$ cat config.mk
export PLATFORM = sky130hd
export DESIGN_NAME = spi_reg_bridge
export DESIGN_NICKNAME = d
export VERILOG_FILES = /design/src/rtl/spi_reg_bridge.sv
export SDC_FILE = /design/constraint.sdc
export NUM_CORES = 1
export LEC_CHECK = 0
export CAP_MARGIN = 20
export CORE_MARGIN = 2
export CORE_UTILIZATION = 59
export CTS_CLUSTER_SIZE = 10
export DETAILED_ROUTE_END_ITERATION = 12
export GPL_TIMING_DRIVEN = 0
export HOLD_SLACK_MARGIN = 0.05
export PLACE_DENSITY_LB_ADDON = 0.15
export SLEW_MARGIN = 20
export SYNTH_ARGS = -nofsm -noshare
export SYNTH_HDL_FRONTEND = slang
export SYNTH_SLANG_ARGS = --single-unit
$ cat constraint.sdc
create_clock -name clk -period 3.5 [get_ports clk]
set_clock_uncertainty 0.1 [all_clocks]
set_input_delay 0.525 -clock clk [delete_from_list [all_inputs] [get_ports clk]]
set_output_delay 0.525 -clock clk [all_outputs]
set_load 0.02 [all_outputs]
$ cat src/rtl/spi_reg_bridge.sv
// spi_reg_bridge: parses CS-framed command/data bytes from the SPI slave core
// into register-file reads and writes, and feeds the slave its transmit bytes.
// The top register address reads back status_in and is not writable.
module spi_reg_bridge #(
    parameter int          ADDR_W   = 4,
    parameter logic [7:0]  SIG_BYTE = 8'hA5
) (
    input  logic              clk,
    input  logic              rst_n,
    input  logic              spi_cs_n,
    input  logic [7:0]        rx_byte,
    input  logic              rx_valid,
    output logic [7:0]        tx_byte,
    output logic              tx_load,
    input  logic [7:0]        status_in,
    output logic [7:0]        reg0_out,
    output logic              wr_strobe,
    output logic [ADDR_W-1:0] wr_addr,
    output logic              frame_err,
    output logic [7:0]        byte_cnt
);

    localparam int                NUM_REGS = 2**ADDR_W;
    localparam logic [ADDR_W-1:0] TOP_ADDR = '1;

    typedef enum logic [1:0] {
        S_IDLE,
        S_CMD,
        S_WR,
        S_RD
    } state_t;

    state_t            r_state;
    state_t            w_next;

    logic              r_cs_meta;
    logic              r_cs_s;
    logic              r_cs_d;
    logic              w_cs_fall;
    logic              w_cs_rise;
    logic              w_rx_acc;

    logic [ADDR_W-1:0] r_addr;
    logic [ADDR_W-1:0] w_rd_addr;
    logic [7:0]        w_rd_data;
    logic [7:0]        r_regs [NUM_REGS];

    logic [7:0]        r_tx_byte;
    logic              r_tx_load;
    logic              r_wr_strobe;
    logic [ADDR_W-1:0] r_wr_addr;
    logic              r_frame_err;
    logic [7:0]        r_byte_cnt;

    // Two-flop CS synchroniser plus one delayed copy for edge detection
    always_ff @(posedge clk or negedge rst_n) begin
        if (!rst_n) begin
            r_cs_meta <= 1'b1;
            r_cs_s    <= 1'b1;
            r_cs_d    <= 1'b1;
        end else begin
            r_cs_meta <= spi_cs_n;
            r_cs_s    <= r_cs_meta;
            r_cs_d    <= r_cs_s;
        end
    end

    assign w_cs_fall = r_cs_d & ~r_cs_s;
    assign w_cs_rise = ~r_cs_d & r_cs_s;
    // A byte arriving on the CS rise cycle sees r_cs_s=1 and is dropped here
    assign w_rx_acc  = rx_valid & ~r_cs_s & (r_state != S_IDLE);

    // Read address/data for the byte to load next: the command's address in
    // CMD, the post-increment address in RD, so tx_load lands 1 clk after rx_valid
    always_comb begin
        w_rd_addr = (r_state == S_CMD) ? rx_byte[ADDR_W-1:0] : r_addr + ADDR_W'(1);
        w_rd_data = (w_rd_addr == TOP_ADDR) ? status_in : r_regs[w_rd_addr];
    end

    // Frame state register
    always_ff @(posedge clk or negedge rst_n) begin
        if (!rst_n) r_state <= S_IDLE;
        else        r_state <= w_next;
    end

    // Next-state decode: CS rise aborts from any state
    always_comb begin
        w_next = r_state;
        case (r_state)
            S_IDLE:  if (w_cs_fall) w_next = S_CMD;
            S_CMD:   if (w_rx_acc)  w_next = rx_byte[7] ? S_WR : S_RD;
            default: w_next = r_state;
        endcase
        if (w_cs_rise) w_next = S_IDLE;
    end

    // Datapath: register file, transmit byte, strobes, error flag, byte counter
    always_ff @(posedge clk or negedge rst_n) begin
        if (!rst_n) begin
            for (int unsigned i = 0; i < NUM_REGS; i++) r_regs[i[ADDR_W-1:0]] <= '0;
            r_addr      <= '0;
            r_tx_byte   <= '0;
            r_tx_load   <= 1'b0;
            r_wr_strobe <= 1'b0;
            r_wr_addr   <= '0;
            r_frame_err <= 1'b0;
            r_byte_cnt  <= '0;
        end else begin
            r_tx_load   <= 1'b0;
            r_wr_strobe <= 1'b0;
            if (r_state == S_IDLE && w_cs_fall) begin
                r_tx_byte   <= SIG_BYTE;
                r_tx_load   <= 1'b1;
                r_byte_cnt  <= '0;
                r_frame_err <= 1'b0;
            end
            if (w_rx_acc) begin
                if (r_byte_cnt != 8'hFF) r_byte_cnt <= r_byte_cnt + 8'd1;
                case (r_state)
                    S_CMD: begin
                        r_addr <= rx_byte[ADDR_W-1:0];
                        if (!rx_byte[7]) begin
                            r_tx_byte <= w_rd_data;
                            r_tx_load <= 1'b1;
                        end
                    end
                    S_WR: begin
                        if (r_addr == TOP_ADDR) begin
                            r_frame_err <= 1'b1;
                        end else begin
                            r_regs[r_addr] <= rx_byte;
                            r_wr_strobe    <= 1'b1;
                            r_wr_addr      <= r_addr;
                        end
                        r_addr <= r_addr + ADDR_W'(1);
                    end
                    S_RD: begin
                        r_addr    <= w_rd_addr;
                        r_tx_byte <= w_rd_data;
                        r_tx_load <= 1'b1;
                    end
                    default: ;
                endcase
            end
        end
    end

    assign tx_byte   = r_tx_byte;
    assign tx_load   = r_tx_load;
    assign reg0_out  = r_regs[0];
    assign wr_strobe = r_wr_strobe;
    assign wr_addr   = r_wr_addr;
    assign frame_err = r_frame_err;
    assign byte_cnt  = r_byte_cnt;

endmodule

==> results of run 1 <==
## cell usage after synthesis (all sizes together) (3+ instances only)
cell type / number / area share (%)
dfrtp: 149 / 51
nand2b: 3 / 0.26
o22ai: 3 / 0.26
mux2: 125 / 19
nor3: 5 / 0.34
mux4: 14 / 4.3
clkbuf: 19 / 0.98
nand4: 5 / 0.43
o31ai: 4 / 0.41
and2: 7 / 0.60
dfstp: 3 / 1.1
ha: 7 / 1.2
nor2b: 3 / 0.26
o21ai: 12 / 0.82
inv: 8 / 0.41
nor2: 19 / 0.98
nand3: 15 / 1.0
o211ai: 8 / 0.82
a211oi: 10 / 1.0
buf: 24 / 2.1
nand2: 47 / 2.6
a22oi: 8 / 0.82
a31o: 4 / 0.48
mux2i: 26 / 3.7
a21oi: 14 / 0.96
## registers in the layout, indices dropped and copies added, names as in the netlist
name	flops
r_addr	4
wr_strobe	1
r_cs_d	1
r_state	2
r_cs_meta	1
r_cs_s	1
wr_addr	4
reg0_out	8
tx_load	1
tx_byte	8
r_regs	112
frame_err	1
byte_cnt	8
## power by group through the flow
stage               Sequential [mW]  Combinational, mW  Clock, mW
floorplan                      2.45               1.42          0
global placement               2.40               2.14          0
detailed placement             2.43               2.20          0
CTS                            2.41               2.22       1.70
global route                   2.46               2.38       1.79
finish                         2.41               2.22       1.68
## final cells by class
cell class,count,area (µm²)
Timing Repair Buffer,52,543
Sequential cell,152,3810
Buffer,43,228
Inverter,8,30.0
Clock inverter,4,45.0
Tap cell,168,210
Fill cell,830,3460
Multi-Input combinational cell,372,3240
Clock buffer,24,492
## per-stage QoR
step	instance area, µm²	hold slack [ns]	cells
finish	8600	0.263	823
global route	8600	0.266	823
CTS	8600	0.266	823
detailed placement	8050	0.255	794
global placement	8020	0.247	793
floorplan	7310	0.129	575
## kinds of logic (layout without fill, tap and decap cells)
| family | count (synthesis) | in the layout | share of synthesized area, % |
|---|---|---|---|
| AO/OA/AOI/OAI | 79 | 79 | 7.43 |
| XOR/XNOR | 4 | 4 | 0.479 |
| adder cells (fa/ha/maj) | 7 | 7 | 1.20 |
| buffers and inverters | 51 | 131 | 3.53 |
| flip-flops | 152 | 152 | 52.1 |
| multiplexers | 165 | 165 | 27.3 |
| AND/OR/NAND/NOR | 117 | 117 | 7.98 |
## worst max path at each step
| stage | end | slack [ns] | cells after the start | start |
|---|---|---|---|---|
| 6_report | tx_byte[6] | 0.32 | 8 | r_addr[0] |
| 5_1_grt | tx_byte[6] | 0.15 | 8 | r_addr[0] |
| 4_1_cts | tx_byte[6] | 0.36 | 8 | r_addr[0] |
| 3_5_place_dp | tx_byte[6] | 0.36 | 8 | r_addr[0] |
| 3_3_place_gp | r_regs[100] | -4.00 | 1 | rst_n |
| 2_1_floorplan | tx_byte[6] | 0.92 | 8 | r_addr[0] |
## metal layers
| layer | global-route usage [%] | wire length [µm] | part of all wire (%) | vias to the layer above |
|---|---|---|---|---|
| met2 | 46.7 | 8660 | 49 | 205 |
| li1 | - | - | - | 2238 |
| met3 | 5.64 | 1100 | 6.3 | 33 |
| met4 | 9.88 | 362 | 2.1 | 0 |
| met1 | 38.5 | 7400 | 42 | 2581 |
| met5 | 0 | 0 | 0 | - |
## what timing repair did
action	in CTS	in global routing
setup endpoints to repair	0	0
hold buffers	1	0
hold endpoints to repair	74	0
## worst max-delay path: stages, from the launching register on
cell and delay (ns):
sky130_fd_sc_hd__dfrtp_1 0.38, sky130_fd_sc_hd__clkbuf_1 0.36, sky130_fd_sc_hd__inv_1 0.20, sky130_fd_sc_hd__ha_1 0.45
sky130_fd_sc_hd__mux2i_4 0.35, sky130_fd_sc_hd__mux4_2 0.58, sky130_fd_sc_hd__and2_0 0.17, sky130_fd_sc_hd__a211oi_1 0.34
sky130_fd_sc_hd__o31ai_1 0.12
==> impl_metrics.env, run 1 <==
export IMPL_drive_above_1_share_pct=30.7
export IMPL_flip_flop_and_latch_count_after_synthesis=152
export IMPL_viasPerCell=6.14
export IMPL_layout_cells_most_common_list="149 x sky130_fd_sc_hd__dfrtp_1, 125 x sky130_fd_sc_hd__mux2_2, 49 x sky130_fd_sc_hd__clkdlybuf4s50_1, 43 x sky130_fd_sc_hd__nand2_1, 25 x sky130_fd_sc_hd__mux2i_1"
export IMPL_synth_cell_type_count=55
export IMPL_intPower_mw=4.22
export IMPL_io_pins=51
export IMPL_num_antenna_cells=0
export IMPL_drt_initial_drc_count=420
export IMPL_cp_data_arrival_time_ns=3.37
export IMPL_share_clk_of_total_power_pct=26.7
export IMPL_core_area_um2=12100
export IMPL_synth_edf_count=0
export IMPL_die_area_um2=13300
export IMPL_hpwl_mm=12.1
export IMPL_ys_seq_area_share_pct=52.1
export IMPL_grt_first_pass_wirelength_mm=28.2
export IMPL_post_synth_cell_area_avg_um2=12.7
export IMPL_critical_path_required_ns=3.69
export IMPL_worst_r2r_cell_count=8
export IMPL_overflow=0
export IMPL_clockRootBuffer="sky130_fd_sc_hd__clkbuf_16"
export IMPL_synthArstFlopShare_pct=100
export IMPL_min_delay_start="r_cs_meta"
export IMPL_port_buffer_count=50
export IMPL_status="completed"
export IMPL_worst_path_max_fanout=9
export IMPL_fin_nets=673
export IMPL_min_delay_path_depth=0
export IMPL_synthFlopType="sky130_fd_sc_hd__dfrtp_1"
export IMPL_end_kind="register"
export IMPL_yosysWarnings=0
export IMPL_wl_per_cell_um=21.3
export IMPL_slew_headroom_pct=34.6
export IMPL_grt_usage_pct=28.6
export IMPL_report_final_hold_viol_count=0
export IMPL_detail_route_wirelength_mm=17.5
export IMPL_antenna_violating_nets_post_route=0
export IMPL_dp_worst_setup_slack_ns=0.365
export IMPL_hold_class="reg -> reg"
export IMPL_tritoncts_num_sinks=152
export IMPL_vdd_ir_drop_max_mv=0.402
export IMPL_fin_ws_ns=0.316
export IMPL_antenna_violations_before_repair=0
export IMPL_cts_setup_buffers=0
export IMPL_start_kind="register"
export IMPL_pwr_per_cell_area_nw_per_um2=734
export IMPL_tightest_pin_transition_ns=0.972
export IMPL_drtPass1Iterations=5
export IMPL_layout_worst_path_cycle_share_pct=91.0
export IMPL_grt_start_max_net_pins=79
export IMPL_cts_path_max_buffers=2
export IMPL_finalSetupTns_ns=0
export IMPL_worst_hold_path_endpoint="r_cs_s"
export IMPL_max_cap_viol_count=0
export IMPL_worst_r2r_startpoint="r_addr[0]"
export IMPL_switchingPower_mw=2.10
export IMPL_clk_insertion_delay_late_ns=0.42
export IMPL_clkSlewWorstSetupHoldPaths_ns=0.06
export IMPL_vias=5057
export IMPL_p_seq_share_pct=38.2
export IMPL_number_of_global_route_vias_before_repair=5166
export IMPL_layout_commonest_cell="sky130_fd_sc_hd__dfrtp_1"
export IMPL_place_gp_congestion=0.923
export IMPL_final_min_clock_period_ns=3.18
export IMPL_worst_r2r_endpoint="tx_byte[6]"
export IMPL_cts_made_buffers=17
export IMPL_combPwrFrac_pct=35.1
export IMPL_post_route_util_pct=71.3
export IMPL_sum_of_internal_switching_and_leakage_power_mw=6.31
export IMPL_cellLeakagePower_nw=4.04
export IMPL_timing_final_max_slew_violations=0
export IMPL_post_synth_instance_area_um2=7310
export IMPL_die_h_um=115
export IMPL_cts_repair_resized=0
export IMPL_achievable_frequency_mhz=314
export IMPL_syn_num_nets=602
export IMPL_finalSetupViolCount=0
export IMPL_initial_core_util_pct=60.6
export IMPL_r2r_slack_ns=0.32
export IMPL_rows=40
export IMPL_die_width_um=115
export IMPL_post_route_drc_count=0
export IMPL_clock_tree_from_tritoncts="yes"
export IMPL_sw_frac_of_total_pct=33.3
export IMPL_cts_htree_levels=4
export IMPL_grt_setup_unrepaired="no"
export IMPL_synthCells=575
export IMPL_syn_to_final_growth_pct=17.6
export IMPL_critical_path_start_end_classification="reg -> reg"
Power figures use the tool's default switching activity.
==> run 2: changes to the inputs <==
SKIP_LAST_GASP = 1   (was not set)
==> results of run 2 <==
Same layout as run 1: the final DEF is identical, and so are final timing and power.
==> RTL change, RTL diff (config.mk and constraints of run 1) <==
`SIG_BYTE`: 8'hA5 -> 8'h52.
--- a/src/rtl/spi_reg_bridge.sv
+++ b/src/rtl/spi_reg_bridge.sv
@@ -3,7 +3,7 @@
 // The top register address reads back status_in and is not writable.
 module spi_reg_bridge #(
     parameter int          ADDR_W   = 4,
-    parameter logic [7:0]  SIG_BYTE = 8'hA5
+    parameter logic [7:0]  SIG_BYTE = 8'h52
 ) (
     input  logic              clk,
     input  logic              rst_n,
Function: changed (Yosys sat finds a counterexample within 4 cycles, from zero or initial values and one cycle with rst_n low).
==> RTL change against run 1 <==
- die area is 0.88% higher
- critical path depth unchanged
- worst setup slack improved by 0.18 ns
- register-to-register slack improved by 0.36 ns
- synthesized cell count down 2.1%
- synthesized area grew 0.91%
- sequential share of layout area down 0.10 points
- critical path type is now input port to flop
- design area rose by 0.23%
- sequential cell count unchanged
- total power grew 0.42%
- combinational power grew 6%
- wire length down 5.0%
- non-clock buffer count shrank 1
- critical endpoint is now tx_byte[3]$_DFF_PN0_
- largest power group unchanged
==> RTL change: results (changes against run 1) <==
* Post-DP Area at 0.00812 sq mm (+0.82%)
* #MultiIn Comb at 362 (-2.7%)
* Crit-path max FO at 10 (+1)
* Slowest CP cell: clkdlybuf4s50_1
* Tot GR Track Use at 27.1% (-1.5 points)
* Initial detailed-routing violation count at 391 (-6.9%)
* Largest Register: r_regs
* Status: complete, no violations
* First-pass GRT wire length at 26700 um (-5.2%)
* Slowest Stage Delay on Critical Path at 0.62 ns (+0.04 ns)
* Synth Area in Adders at 1.19% (-0.011 points)
* Drt first pass iters at 4 (-1)
* Vias in the first global route at 4884 (-5.5%)
* Place WS at 0.0977 ns (-0.267 ns)
* Largest net degree at the start of global routing at 90 (+14%)
* Worst Setup EP: tx_byte[3]$_DFF_PN0_
* Clock group total power at 1.57 mW (-7%)
* Crit path DAT at 3.21 ns (-0.16 ns)
* Synth Area in XOR/XNOR at 0.458% (-0.021 points)
* Placer Congestion at 0.795 (-14%)
* Slew @ Worst Pin at 0.707 ns (-0.266 ns)
* Reg2Reg Setup Slack at 0.68 ns (+0.36 ns)
* Complex-gate fraction of the synthesized area at 7.92% (+0.49 points)
* Maximum vdd drop at 382 uV (-5.1%)
* Fraction of the yosys area taken by sequential cells at 51.6% (-0.47 points)
* CP top delay family: buffers and inverters
* Filler cell count at 871 (+4.9%)
* Worst Slack Setup Final at 0.501 ns (+0.185 ns)
* Post-DP HPWL at 11600 um (-4.2%)
* P_leak at 4.03 nW (-0.23%)
* Synth cell count leaders: dfrtp_1 (149), mux2_2 (122), nand2_1 (46), mux2i_1 (28), and2_1 (20)
* Drt wl/cell at 20.5 um (-3.9%)
* Post-synthesis mux area share at 27.0% (-0.30 points)
* Worst r2r dst: tx_byte[2]$_DFF_PN0_
* Share of cells above drive strength 1 at 32.1% (+1.4 points)
* Critical Path Start Type: input port
* Logic inverters at 7 (-1)
* R2r worst-path depth at 9 (+1)
* Root buf cell: clkbuf_16
* # nets final at 661 (-1.8%)
* Vias per cell at 5.91 (-3.8%)
* Worst hold slack at 0.253 ns (-0.00943 ns)
* Netlist cell types at 51 (-7.3%)
* Buffering overhead at 9.44% (+0.47 points)
* Top cells by area, synth: dfrtp_1 (51%), mux2_2 (19%), mux2i_1 (3.8%)
* Syn_nets at 590 (-2.0%)
* Net load switching power at 2.11 mW (+0.66%)
* Clk cell area share at 5.69% (-0.55 points)
* Multi-input gate area at 0.00327 sq mm (+0.85%)
* Synth-to-layout area growth at 16.9%
* Clock buffer cells at 25 (+4.2%)
* Bufs w/o clock at 94 (-1.1%)
* Hold Crit Class: flop to flop
* IO buf count at 50 (unchanged)
* Setup crit start: rx_byte[0]
-- RTL change: changes by cell type after synthesis, moves of 5 or more --
cell,before,now
and2_1,6,20
a22oi_1,8,1
nand3_1,15,8
o211ai_1,8,0
buf_6,1,6
a31oi_1,2,7
a311oi_1,0,6
clkbuf_1,19,12
a221o_1,0,5
-- RTL change: per-layer routing --
layer / up-vias / track usage (%) / share of wire, %
met4: 0 / 10.0 / 2.0
met3: 27 / 5.75 / 5.1
met5: - / 0 / 0
li1: 2181 / - / -
met2: 133 / 41.7 / 48
met1: 2465 / 38.4 / 45
-- RTL change: per-stage QoR --
stage / setup TNS, ns / cells
2_1_floorplan: 0 / 563
4_1_cts: 0 / 813
6_report: 0 / 813
5_1_grt: 0 / 813
3_5_place_dp: 0 / 782
3_3_place_gp: -604.18 / 781
-- RTL change: what timing repair did --
action                                 4_1_cts  5_1_grt
endpoints found under the hold margin       55        0
gates resized for setup                      0        0
hold buffers                                 1        0
